==> config.mk <==
export PLATFORM = sky130hd
export DESIGN_NAME = cpu_run_ctrl
export DESIGN_NICKNAME = d
export VERILOG_FILES = /design/src/rtl/jam1_ctrl_pkg.sv /design/src/rtl/btn_debounce.sv /design/src/rtl/cpu_run_ctrl.sv
export SDC_FILE = /design/constraint.sdc
export NUM_CORES = 1
export LEC_CHECK = 0
export CORE_MARGIN = 2
export CORE_UTILIZATION = 25
export CTS_BUF_LIST = sky130_fd_sc_hd__clkbuf_4 sky130_fd_sc_hd__clkbuf_8
export DETAILED_ROUTE_END_ITERATION = 16
export SETUP_SLACK_MARGIN = 0.02
export SYNTH_ARGS = -nofsm -noshare
export SYNTH_HDL_FRONTEND = slang
export SYNTH_SLANG_ARGS = --single-unit
export TNS_END_PERCENT = 1
==> constraint.sdc <==
create_clock -name clk -period 1.5 [get_ports clk]
set_input_delay 0.45 -clock clk [delete_from_list [all_inputs] [get_ports clk]]
set_output_delay 0.45 -clock clk [all_outputs]
set_load 0.02 [all_outputs]
==> src/rtl/jam1_ctrl_pkg.sv <==
// jam1_ctrl_pkg: shared run-controller state encoding and cycle counter width for JAM-1
package jam1_ctrl_pkg;
  typedef enum logic [1:0] {
    ST_RST_HOLD = 2'd0,
    ST_RUN      = 2'd1,
    ST_HALT     = 2'd2,
    ST_STEP     = 2'd3
  } state_t;
  localparam int CYCLE_COUNT_W = 16;
endpackage

==> src/rtl/btn_debounce.sv <==
// btn_debounce: 2-flop synchronizer, stability debounce and registered press pulse for an active-low button
module btn_debounce #(
  parameter int DEB_BITS = 4
) (
  input  logic clk,
  input  logic rst_n,
  input  logic btn_n,
  output logic press
);
  logic                s1_q, s2_q, deb_q, deb_d, press_q, press_d, flip;
  logic [DEB_BITS-1:0] cnt_q, cnt_d;
  always_comb begin
    flip    = (s2_q != deb_q) && (&cnt_q);
    deb_d   = flip ? s2_q : deb_q;
    cnt_d   = (s2_q == deb_q || flip) ? '0 : cnt_q + 1'b1;
    press_d = deb_q & ~deb_d;
  end
  always_ff @(posedge clk or negedge rst_n) begin
    if (!rst_n) begin
      s1_q    <= 1'b1;
      s2_q    <= 1'b1;
      deb_q   <= 1'b1;
      cnt_q   <= '0;
      press_q <= 1'b0;
    end else begin
      s1_q    <= btn_n;
      s2_q    <= s1_q;
      deb_q   <= deb_d;
      cnt_q   <= cnt_d;
      press_q <= press_d;
    end
  end
  assign press = press_q;
endmodule

==> src/rtl/cpu_run_ctrl.sv <==
// cpu_run_ctrl: JAM-1 run/halt/step/reset sequencer driving cpu_clk_en and cpu_reset_n; define CYCLE_COUNT_EN for the 16-bit enabled-cycle counter
module cpu_run_ctrl
  import jam1_ctrl_pkg::*;
#(
  parameter int RST_CYCLES = 8,
  parameter int RST_W      = 4,
  parameter int DEB_BITS   = 4,
  parameter int START_RUN  = 1
) (
  input  logic                     clk,
  input  logic                     reset_in_n,
  input  logic                     btn_run_n,
  input  logic                     btn_step_n,
  input  logic                     soft_reset_n,
  input  logic                     halt_req,
  output logic                     cpu_clk_en,
  output logic                     cpu_reset_n,
  output logic                     running,
  output logic                     halted,
  output logic [CYCLE_COUNT_W-1:0] cycle_count
);
  state_t             state_q, state_d;
  logic [RST_W-1:0]   cnt_q, cnt_d;
  logic               halt_prev_q, halt_ev, run_press, step_press;
  logic               cpu_clk_en_q, cpu_clk_en_d, cpu_reset_n_q, cpu_reset_n_d;
  logic               running_q, running_d, halted_q, halted_d;
  btn_debounce #(.DEB_BITS(DEB_BITS)) u_run (
    .clk(clk), .rst_n(reset_in_n), .btn_n(btn_run_n), .press(run_press)
  );
  btn_debounce #(.DEB_BITS(DEB_BITS)) u_step (
    .clk(clk), .rst_n(reset_in_n), .btn_n(btn_step_n), .press(step_press)
  );
  assign halt_ev = halt_req & ~halt_prev_q;
  always_comb begin
    state_d = state_q;
    cnt_d   = cnt_q;
    if (!soft_reset_n) begin
      state_d = ST_RST_HOLD;
      cnt_d   = RST_W'(RST_CYCLES - 1);
    end else if (state_q == ST_RST_HOLD) begin
      cnt_d   = (cnt_q == '0) ? cnt_q : cnt_q - 1'b1;
      state_d = (cnt_q != '0) ? ST_RST_HOLD : (START_RUN != 0) ? ST_RUN : ST_HALT;
    end else if (state_q == ST_STEP || halt_ev) begin
      state_d = ST_HALT;
    end else if (run_press) begin
      state_d = (state_q == ST_RUN) ? ST_HALT : ST_RUN;
    end else if (step_press && state_q == ST_HALT) begin
      state_d = ST_STEP;
    end
    cpu_clk_en_d  = state_d != ST_HALT;
    cpu_reset_n_d = state_d != ST_RST_HOLD;
    running_d     = state_d == ST_RUN;
    halted_d      = state_d == ST_HALT;
  end
  always_ff @(posedge clk or negedge reset_in_n) begin
    if (!reset_in_n) begin
      state_q       <= ST_RST_HOLD;
      cnt_q         <= RST_W'(RST_CYCLES - 1);
      halt_prev_q   <= 1'b0;
      cpu_clk_en_q  <= 1'b1;
      cpu_reset_n_q <= 1'b0;
      running_q     <= 1'b0;
      halted_q      <= 1'b0;
    end else begin
      state_q       <= state_d;
      cnt_q         <= cnt_d;
      halt_prev_q   <= halt_req;
      cpu_clk_en_q  <= cpu_clk_en_d;
      cpu_reset_n_q <= cpu_reset_n_d;
      running_q     <= running_d;
      halted_q      <= halted_d;
    end
  end
  assign cpu_clk_en  = cpu_clk_en_q;
  assign cpu_reset_n = cpu_reset_n_q;
  assign running     = running_q;
  assign halted      = halted_q;
`ifdef CYCLE_COUNT_EN
  logic [CYCLE_COUNT_W-1:0] cycle_count_q, cycle_count_d;
  always_comb begin
    cycle_count_d = (state_d == ST_RST_HOLD) ? '0 :
                    (cpu_clk_en_q & cpu_reset_n_q) ? cycle_count_q + 1'b1 : cycle_count_q;
  end
  always_ff @(posedge clk or negedge reset_in_n) begin
    if (!reset_in_n) cycle_count_q <= '0;
    else cycle_count_q <= cycle_count_d;
  end
  assign cycle_count = cycle_count_q;
`else
  assign cycle_count = '0;
`endif
endmodule

==> flow_metrics.py <==
metrics = {
    "outcome": {
        "outcome": "finished with violations",
        "violations": "negative setup slack",
    },
    "global_routing": {
        "grt_use_total_pct": 7.54,
        "antenna_found_initial": 0,
        "overflow": 0,
        "grt_pass1_wl_um": 3030,
        "grt_max_degree": 28,
        "grt_pass1_vias": 725,
    },
    "synthesis": {
        "yosys-top-cells-count": "dfrtp_1, buf_4, dfstp_2",
        "ys_top_cells_by_area": "dfrtp_1, dfstp_2, buf_4, ha_1, xnor2_1",
        "synth_edf_count": 0,
        "synthDominantCellAreaShare_pct": 34.9,
        "synth_compound_area_share_pct": 6.05,
        "synth_top_family_by_area": "simple AND/OR/NAND/NOR gates",
        "synth_xor_xnor_area_share_pct": 5.74,
        "synth.most_common_cell": "dfrtp_1",
        "yosys.area_share.simple_pct": 12.7,
        "muxShareOfSynthArea_pct": 2.67,
        "ys_types": 28,
        "postSynthCellCount": 105,
        "synth-main-ff-cell": "dfrtp_1",
        "yosys_warnings": 0,
        "synth_seq_cells": 27,
        "netlist_area_um2": 1220,
        "synth_largest_area_cell": "dfrtp_1",
        "synth-seq-area-share_pct": 56.4,
        "synthAdderAreaFrac_pct": 4.10,
        "ys_async_sr_fraction_pct": 100,
        "avgSynthCellArea_um2": 11.6,
    },
    "die": {
        "ioPinCount": 26,
        "die_y_um": 73.9,
        "core_um2": 4720,
        "die_w_um": 73.9,
        "dieArea_um2": 5450,
        "floorplan.initialDensity_pct": 25.8,
        "std_cell_rows": 25,
    },
    "timing": {
        "final_hold_viol_count": 0,
        "drv_slew": 0,
        "fmax_mhz": 642,
        "setup_tns_ns": -0.0585,
        "min_period_ns": 1.56,
        "rsz0062_at_grt": "yes",
        "fin_skew_ns": 0.00572,
        "finalCritPeriodShare_pct": 104,
        "fin_ws_ns": -0.0585,
        "setup_viol_count_final": 1,
    },
    "finish": {
        "finalNonFillerCells": 189,
        "fin_area_um2": 1450,
        "syn_to_final_growth_pct": 18.5,
        "nets": 133,
        "diodes": 0,
        "fin_util_pct": 30.6,
        "drive_above_1_share_pct": 25.4,
    },
    "run": {
        "drv_cap": 0,
    },
    "critical_path": {
        "start_kind": "register",
        "path_class": "register to register",
        "cp-end-kind": "register",
        "cp_data_required_time_ns": 1.70,
        "arrival_ns": 1.75,
        "r2r_setup_slack_ns": -0.06,
        "cp_max_fo": 5,
    },
    "detailed_routing": {
        "finalWirelength_um": 1760,
        "first_pass_iters": 2,
        "drtIter0Drc": 23,
        "drc_errors": 0,
        "ant_nets": 0,
        "wire_per_inst_um": 9.30,
        "vias": 704,
        "post_drt_via_cell_ratio": 3.72,
    },
    "clock_network": {
        "cts_max_level": 1,
        "clock-sinks": 27,
        "cts_buffers": 3,
        "cts_buffer_depth": 2,
        "clock_latency_ns": 0.27,
        "cts_tree": "done",
        "cts_hold_buf": 0,
        "cts_root_buf": "clkbuf_8",
        "clk_pin_slew_ns": 0.09,
    },
    "hold_path": {
        "holdCritPathClass": "register to register",
    },
    "power": {
        "vdd.ir_drop.worst_mv": 0.439,
        "power_density_nw_per_um2": 959,
        "finalPower_mw": 1.39,
        "intPower_mw": 1.05,
        "p_leak_nw": 0.665,
        "comb_power_share_pct": 12.8,
        "clock_power_share_pct": 30.1,
        "p_switching_uw": 335,
        "seqPwrFrac_pct": 57.2,
        "switching_share_pct": 24.2,
    },
    "placed_design": {
        "gp_congestion": 0.692,
        "placedInstanceArea_um2": 1400,
        "dpl.hpwl_um": 1350,
        "place_inst": 185,
        "io_buffer_count": 9,
    },
}
## per-stage QoR
step                worst slack [ns]  hold WS (ns)
floorplan                    -0.0424         0.154
global placement             -0.0727         0.346
detailed placement            -0.148         0.348
CTS                           -0.101         0.360
global route                  -0.147         0.364
finish                       -0.0585         0.358
## placed cells by master, fill, tap and decap left out, drive strengths merged, types with 4 or more instances in the layout
cell type,count
clkdlybuf4s50,5
conb,16
nor2,10
xnor2,5
dfrtp,17
ha,4
nand2,6
buf,7
dfstp,10
inv,6
clkbuf,4
nand3,5
## layer usage
layer	vias to the layer above	GRT usage (%)	routed length (um)
met5	-	0	0
met4	0	3.03	25
met3	5	3.43	91
met2	17	12.8	893
met1	336	8.13	747
li1	346	-	-
## worst max-delay path, cell delays in order (launching register included)
cell,delay (ns)
dfstp_2,0.55
inv_2,0.05
ha_4,0.15
a211o_4,0.35
nor4_4,0.16
mux2i_1,0.22
## state kept, by name (all words and copies together) (netlist names), 2 cells and up
name and count:
cnt_q 4, u_run.cnt_q 4, u_step.cnt_q 4, state_q 2
## power groups by stage
| stage | combinational [mW] | clock [mW] | sequential (mW) |
|---|---|---|---|
| after global placement | 0.166 | 0 | 0.803 |
| after floorplan | 0.131 | 0 | 0.807 |
| final | 0.177 | 0.417 | 0.792 |
| after global routing | 0.200 | 0.473 | 0.797 |
| after detailed placement | 0.174 | 0 | 0.805 |
| after CTS | 0.174 | 0.438 | 0.792 |
## what timing repair did
| item | in CTS | in global routing |
|---|---|---|
| resized for setup | 7 | 2 |
| pin swaps | 1 | 0 |
| buffers inserted | 0 | 0 |
| hold endpoints to repair | 0 | 0 |
| setup endpoints to repair | 7 | 8 |
## logic make-up (layout without fill, tap and decap cells)
kind of cell             count (synthesis)  after routing
AND/OR/NAND/NOR                         30             30
multiplexers                             3              3
other                                    1             16
adder cells (fa/ha/maj)                  4              4
AO/OA/AOI/OAI                            9              9
flip-flops                              27             27
buffers and inverters                   23             25
XOR/XNOR                                 8              8
## area by class of cell
cell class,instances,area (um^2)
clock buffer,4,48.8
fill,477,3280
timing repair buffer,15,139
multi-input combinational,70,463
sequential,27,688
tap,67,83.8
inverter,6,22.5
## final timing paths
check / startpoint / endpoint / cells past startpoint
min in group asynchronous: reset_in_n / halt_prev_q / 2
worst max-delay path: cnt_q[1] / cnt_q[3] / 5
worst min-delay path: u_run.s1_q / u_run.s2_q / 0
worst min register to register: u_run.s1_q / u_run.s2_q / 0
worst max register to register: cnt_q[1] / cnt_q[3] / 5
max in group asynchronous: reset_in_n / u_step.s1_q / 2
Power figures use the tool's default switching activity.
==> patch 1, RTL diff (config.mk and constraints unchanged) <==
The 4 states of `state_t` get a one-hot encoding in 4 bits.
--- a/src/rtl/jam1_ctrl_pkg.sv
+++ b/src/rtl/jam1_ctrl_pkg.sv
@@ -1,10 +1,10 @@
 // jam1_ctrl_pkg: shared run-controller state encoding and cycle counter width for JAM-1
 package jam1_ctrl_pkg;
-  typedef enum logic [1:0] {
-    ST_RST_HOLD = 2'd0,
-    ST_RUN      = 2'd1,
-    ST_HALT     = 2'd2,
-    ST_STEP     = 2'd3
+  typedef enum logic [3:0] {
+    ST_RST_HOLD = 4'b0001,
+    ST_RUN      = 4'b0010,
+    ST_HALT     = 4'b0100,
+    ST_STEP     = 4'b1000
   } state_t;
   localparam int CYCLE_COUNT_W = 16;
 endpackage
Function: no difference found for any inputs over 10 cycles, from zero or initial values and one cycle with reset_in_n low; not proved beyond that.
==> patch 1 against the original RTL <==
The flow still finishes with violations (negative setup slack); clock skew shrank 0.0034 ns; sequential cell count grew 2; wire length grew 32%; critical endpoint is now running$_DFF_PN0_; setup slack lost 0.15 ns; cell area grew 23%; maximum frequency shrank 8.9%; hold slack lost 0.0025 ns; core utilization grew 2.3 points; cell count grew 20%; synthesized area grew 13%; power grew 29%.
==> patch 1: results (changes against the original RTL) <==
The sequential share of cell area works out to 41.6% (was 47.6%). The first-pass GRT wire length was 4140 um (was 3030 um); the met1 demand-to-capacity share in global routing was 10.4% (was 8.13%). The met3 track demand over resource in global routing is 3.45% (was 3.43%), and the count of endpoints failing setup in the final report is 6 (was 1). Fill cell total of the finished layout: 570 (was 477).

The logs give 931 (was 725) for the via count of the first global-routing pass and 1.88 ns (was 1.75 ns) for the data arrival time of the critical path. The leakage power is 0.000822 uW (was 0.000665 uW). The final setup TNS was -0.565 ns (was -0.0585 ns).

The fraction of area in multi-input gates is 33.2% (was 32.0%). The maximum net fanout on the critical path is 3 (was 5). The share of final-layout standard cells stronger than drive strength 1 works out to 32.9% (was 25.4%).

Most area-consuming cells after synthesis: sky130_fd_sc_hd__dfrtp_1 (33%), sky130_fd_sc_hd__dfstp_2 (21%), sky130_fd_sc_hd__buf_4 (8.7%), sky130_fd_sc_hd__xnor2_1 (3.8%), sky130_fd_sc_hd__ha_1 (3.6%) (was sky130_fd_sc_hd__dfrtp_1 (35%), sky130_fd_sc_hd__dfstp_2 (22%), sky130_fd_sc_hd__buf_4 (9.8%), sky130_fd_sc_hd__ha_1 (4.1%), sky130_fd_sc_hd__xnor2_1 (3.6%)). The register cell area after layout was 739 sq um (was 688 sq um); the non-clock buffer area fraction after layout was 12.5% (was 9.61%). The buffer count excluding the clock tree in the final layout was 25 (was 15). The worst-case setup margin in the final layout was -0.211 ns (was -0.0585 ns); the number of placed cells counting well taps was 219 (was 185). The cell class contributing the biggest share of worst-path delay was simple AND/OR/NAND/NOR gates (was flip-flops). Violated checks: negative setup slack (unchanged).

Violation count after the first detailed-route iteration: 29 (was 23). For the number of tap cells added at floorplan, the log shows 72 (was 67). The routability-driven placement congestion ratio was 0.830 (was 0.692). The run gives 84 (was 70) as the count of multi-input combinational gates. The total iterations of the first detailed-routing run is 4 (was 2). The met2 routing resource usage after global routing came out at 14.1% (was 12.8%). The tools report the detailed-routing wirelength on met1 as 1030 um (was 747 um).

The number of H-tree branching levels was 2 (was 1); the post-synthesis sequential element count was 29 (was 27). The post-detailed-placement cell area was 0.00163 sq mm (was 0.00140 sq mm); the switching power was 436 uW (was 335 uW). The via total after detailed routing is 897 (was 704). The routed wire length is 2330 um (was 1760 um).

The flow ran to the end, but the final reports show violations. The tools report the worst IR drop on VDD as 0.422 mV (was 0.439 mV). The routed via count divided by cell count was 3.95 (was 3.72). The sum of met2 wire segment lengths after detailed routing was 1110 um (was 893 um); the depth of the worst register-to-register path was 3 (was 5). Count of non-CTS inverters in the layout: 9 (was 6).
## patch 1: changes by cell type after synthesis, sizes merged, moves of 2 or more
cell,before,now
a21o,0,2
a21oi,2,5
a31oi,0,3
inv,6,9
nand2,6,4
nand3,5,8
nor3,0,2
nor4b,0,2
or3b,0,2
## patch 1: what timing repair did
action,CTS,global route
pin swaps,1,1
endpoints found under the setup margin,14,11
resized for setup,14,3
hold buffers,0,0
## patch 1: cells by family after synthesis
| group | Yosys count | synth area share [%] |
|---|---|---|
| compound gates | 17 | 8.92 |
| xor+xnor | 9 | 5.73 |
| fa+ha+maj | 4 | 3.64 |
| buf+inv | 25 | 11.2 |
| flops | 29 | 53.8 |
| mux | 2 | 1.64 |
| other cells | 1 | 0.273 |
| simple gates | 36 | 14.8 |
## patch 1: metrics by stage
step | hold slack [ns] | worst slack (ns)
final | 0.356 | -0.211
after global routing | 0.358 | -0.273
after CTS | 0.357 | -0.220
after detailed placement | 0.347 | -0.290
after global placement | 0.346 | -0.270
after floorplan | 0.154 | -0.176
==> patch 2, RTL diff (same flow settings) <==
Without the edit above. Change the parameter `RST_W` from 4 to 6.
--- a/src/rtl/cpu_run_ctrl.sv
+++ b/src/rtl/cpu_run_ctrl.sv
@@ -3,7 +3,7 @@
   import jam1_ctrl_pkg::*;
 #(
   parameter int RST_CYCLES = 8,
-  parameter int RST_W      = 4,
+  parameter int RST_W      = 6,
   parameter int DEB_BITS   = 4,
   parameter int START_RUN  = 1
 ) (
Check against the original RTL: no difference found for any inputs over 10 cycles, from zero or initial values and one cycle with reset_in_n low; that may be too few to reach the edited logic, so the function may still have changed.
==> patch 2 against the original RTL <==
Non-clock buffer count rose by 1; clock power rose by 57%; sequential share of layout area fell by 3.1 points; power rose by 22%; synthesized area rose by 8.6%; combinational power rose by 4%; wire length rose by 19%; setup slack improved by 0.12 ns; cell area rose by 15%; synthesized cell count rose by 13%; sequential cell count rose by 2.
==> patch 2: results (changes against the original RTL) <==
The global-route usage over all layers was 8.17% (was 7.54%); the clock skew was 0.00422 ns (was 0.00572 ns). Maximum net fanout on the critical path: 4 (was 5). Post-synthesis instance total: 119 (was 105). For the routed wire length, the log shows 2090 um (was 1760 um).

The area share of fa/ha/maj cells after synthesis was 2.83% (was 4.10%); the mux cell area share after synthesis was 1.70% (was 2.67%). The later-pin clock latency in the skew report was 0.28 ns; the largest net degree at the start of global routing was 30 (was 28). The HPWL after detailed placement was 1390 um (was 1350 um). The switching part of the total is 24.1% (was 24.2%), and the share of synthesized area occupied by flip-flops and latches is 55.7% (was 56.4%). The logs give 149 (was 133) for the total number of nets in the final design and 203 (was 185) for the number of placed cells counting well taps. The violation count after the first detailed-route iteration is 36 (was 23). The tools report the worst reg2reg path endpoint as cnt_q[5]$_DFFE_PN0P_ (was cnt_q[3]$_DFFE_PN0P_). The tools report the via total after detailed routing as 805 (was 704).

For the detailed-routing wirelength on met1, the log shows 938 um (was 747 um). Commonest cells in the synthesized netlist: sky130_fd_sc_hd__dfrtp_1 (19), sky130_fd_sc_hd__buf_4 (16), sky130_fd_sc_hd__nor2_1 (12), sky130_fd_sc_hd__dfstp_2 (10), sky130_fd_sc_hd__nand2_1 (7) (was sky130_fd_sc_hd__dfrtp_1 (17), sky130_fd_sc_hd__buf_4 (16), sky130_fd_sc_hd__dfstp_2 (10), sky130_fd_sc_hd__nor2_1 (9)). The run gives 100 um (was 91 um) as the met3 wirelength from detailed routing. The routed via count divided by cell count works out to 3.83 (was 3.72).

The run finished with clean final reports. For the final setup TNS, the log shows 0 ns (was -0.0585 ns). The share of final-layout standard cells stronger than drive strength 1 was 29.3% (was 25.4%); the first-pass GRT wire length was 3610 um (was 3030 um). The area fraction in compound gates after synthesis was 5.85% (was 6.05%); the clock slew at the register clock pins of the worst setup and hold paths was 0.06 ns (was 0.09 ns).

Most area-consuming cells after synthesis: sky130_fd_sc_hd__dfrtp_1 (36%), sky130_fd_sc_hd__dfstp_2 (20%), sky130_fd_sc_hd__buf_4 (9.1%), sky130_fd_sc_hd__nor2_1 (3.4%), sky130_fd_sc_hd__xnor2_1 (3.3%) (was sky130_fd_sc_hd__dfrtp_1 (35%), sky130_fd_sc_hd__dfstp_2 (22%), sky130_fd_sc_hd__buf_4 (9.8%), sky130_fd_sc_hd__ha_1 (4.1%), sky130_fd_sc_hd__xnor2_1 (3.6%)). The logs give 35 (was 28) for the number of distinct standard cells referenced by the synthesized netlist and 0.09 ns (was -0.06 ns) for the setup slack of the most critical reg-to-reg path. Worst IR drop on VDD: 0.598 mV (was 0.439 mV). For the routability-driven placement congestion ratio, the log shows 0.762 (was 0.692). Largest registers in the final layout: cnt_q (6), u_run.cnt_q (4), u_step.cnt_q (4) (was cnt_q (4), u_run.cnt_q (4), u_step.cnt_q (4)).

The number of clock buffers inserted by TritonCTS is 5 (was 3). The logs give 2 (was 1) for the number of H-tree branching levels and 3 (was 2) for the total iterations of the first detailed-routing run. The run gives 0.000753 uW (was 0.000665 uW) as the leakage power. For the via count of the first global-routing pass, the log shows 779 (was 725).
patch 2: cells by family (layout without fill, tap and decap cells):
logic type,Yosys count,after routing
multiplexers,2,2
adder cells (fa/ha/maj),3,3
XOR/XNOR,7,7
buffers and inverters,22,28
AND/OR/NAND/NOR,44,44
AO/OA/AOI/OAI,11,11
flip-flops,29,29
other,1,16
patch 2: timing repair:
item	in CTS	in global routing
gates resized for setup	9	11
pin swaps	0	2
setup endpoints to repair	9	8
patch 2: power by group through the flow:
stage | registers (uW) | clock network (uW) | logic, uW
floorplan | 858 | 0 | 130
global placement | 857 | 0 | 167
detailed placement | 859 | 0 | 167
CTS | 847 | 683 | 172
global route | 854 | 722 | 206
finish | 849 | 655 | 184
patch 2: worst max-delay path, stage by stage:
cell                              delay [ns]
sky130_fd_sc_hd__clkdlybuf4s50_1        0.42
sky130_fd_sc_hd__nor2b_4                0.15
sky130_fd_sc_hd__o31ai_4                0.26
sky130_fd_sc_hd__a21oi_2                0.09
sky130_fd_sc_hd__o211a_1                0.23
patch 2: worst max-delay path by stage:
stage	to	start
4_1_cts	halted$_DFF_PN0_	halt_req
3_3_place_gp	halted$_DFF_PN0_	halt_req
6_report	halted$_DFF_PN0_	halt_req
3_5_place_dp	halted$_DFF_PN0_	halt_req
2_1_floorplan	running$_DFF_PN0_	cnt_q[1]$_DFFE_PN1P_
5_1_grt	halted$_DFF_PN0_	halt_req
patch 2: final cells by class:
cell class	count	area, sq um
Tap cell	70	87.6
Sequential cell	29	738
Timing Repair Buffer	16	146
Inverter	5	18.8
Clock buffer	7	90.1
Fill cell	523	3450
Multi-Input combinational cell	83	577
patch 2: metrics by stage:
| step | instance area, sq um | hold WS (ns) | setup WS (ns) |
|---|---|---|---|
| after floorplan | 1390 | 0.154 | 0.0216 |
| after global placement | 1510 | 0.345 | -0.267 |
| after detailed placement | 1510 | 0.347 | -0.284 |
| after CTS | 1610 | 0.356 | 0.0185 |
| after global routing | 1660 | 0.360 | -0.00811 |
| final | 1660 | 0.353 | 0.0655 |
patch 2: routing by layer:
| metal | vias to the layer above | global-route usage (%) |
|---|---|---|
| li1 | 404 | - |
| met1 | 376 | 9.99 |
| met2 | 17 | 11.5 |
| met3 | 8 | 3.29 |
| met4 | 0 | 6.00 |
| met5 | - | 0 |
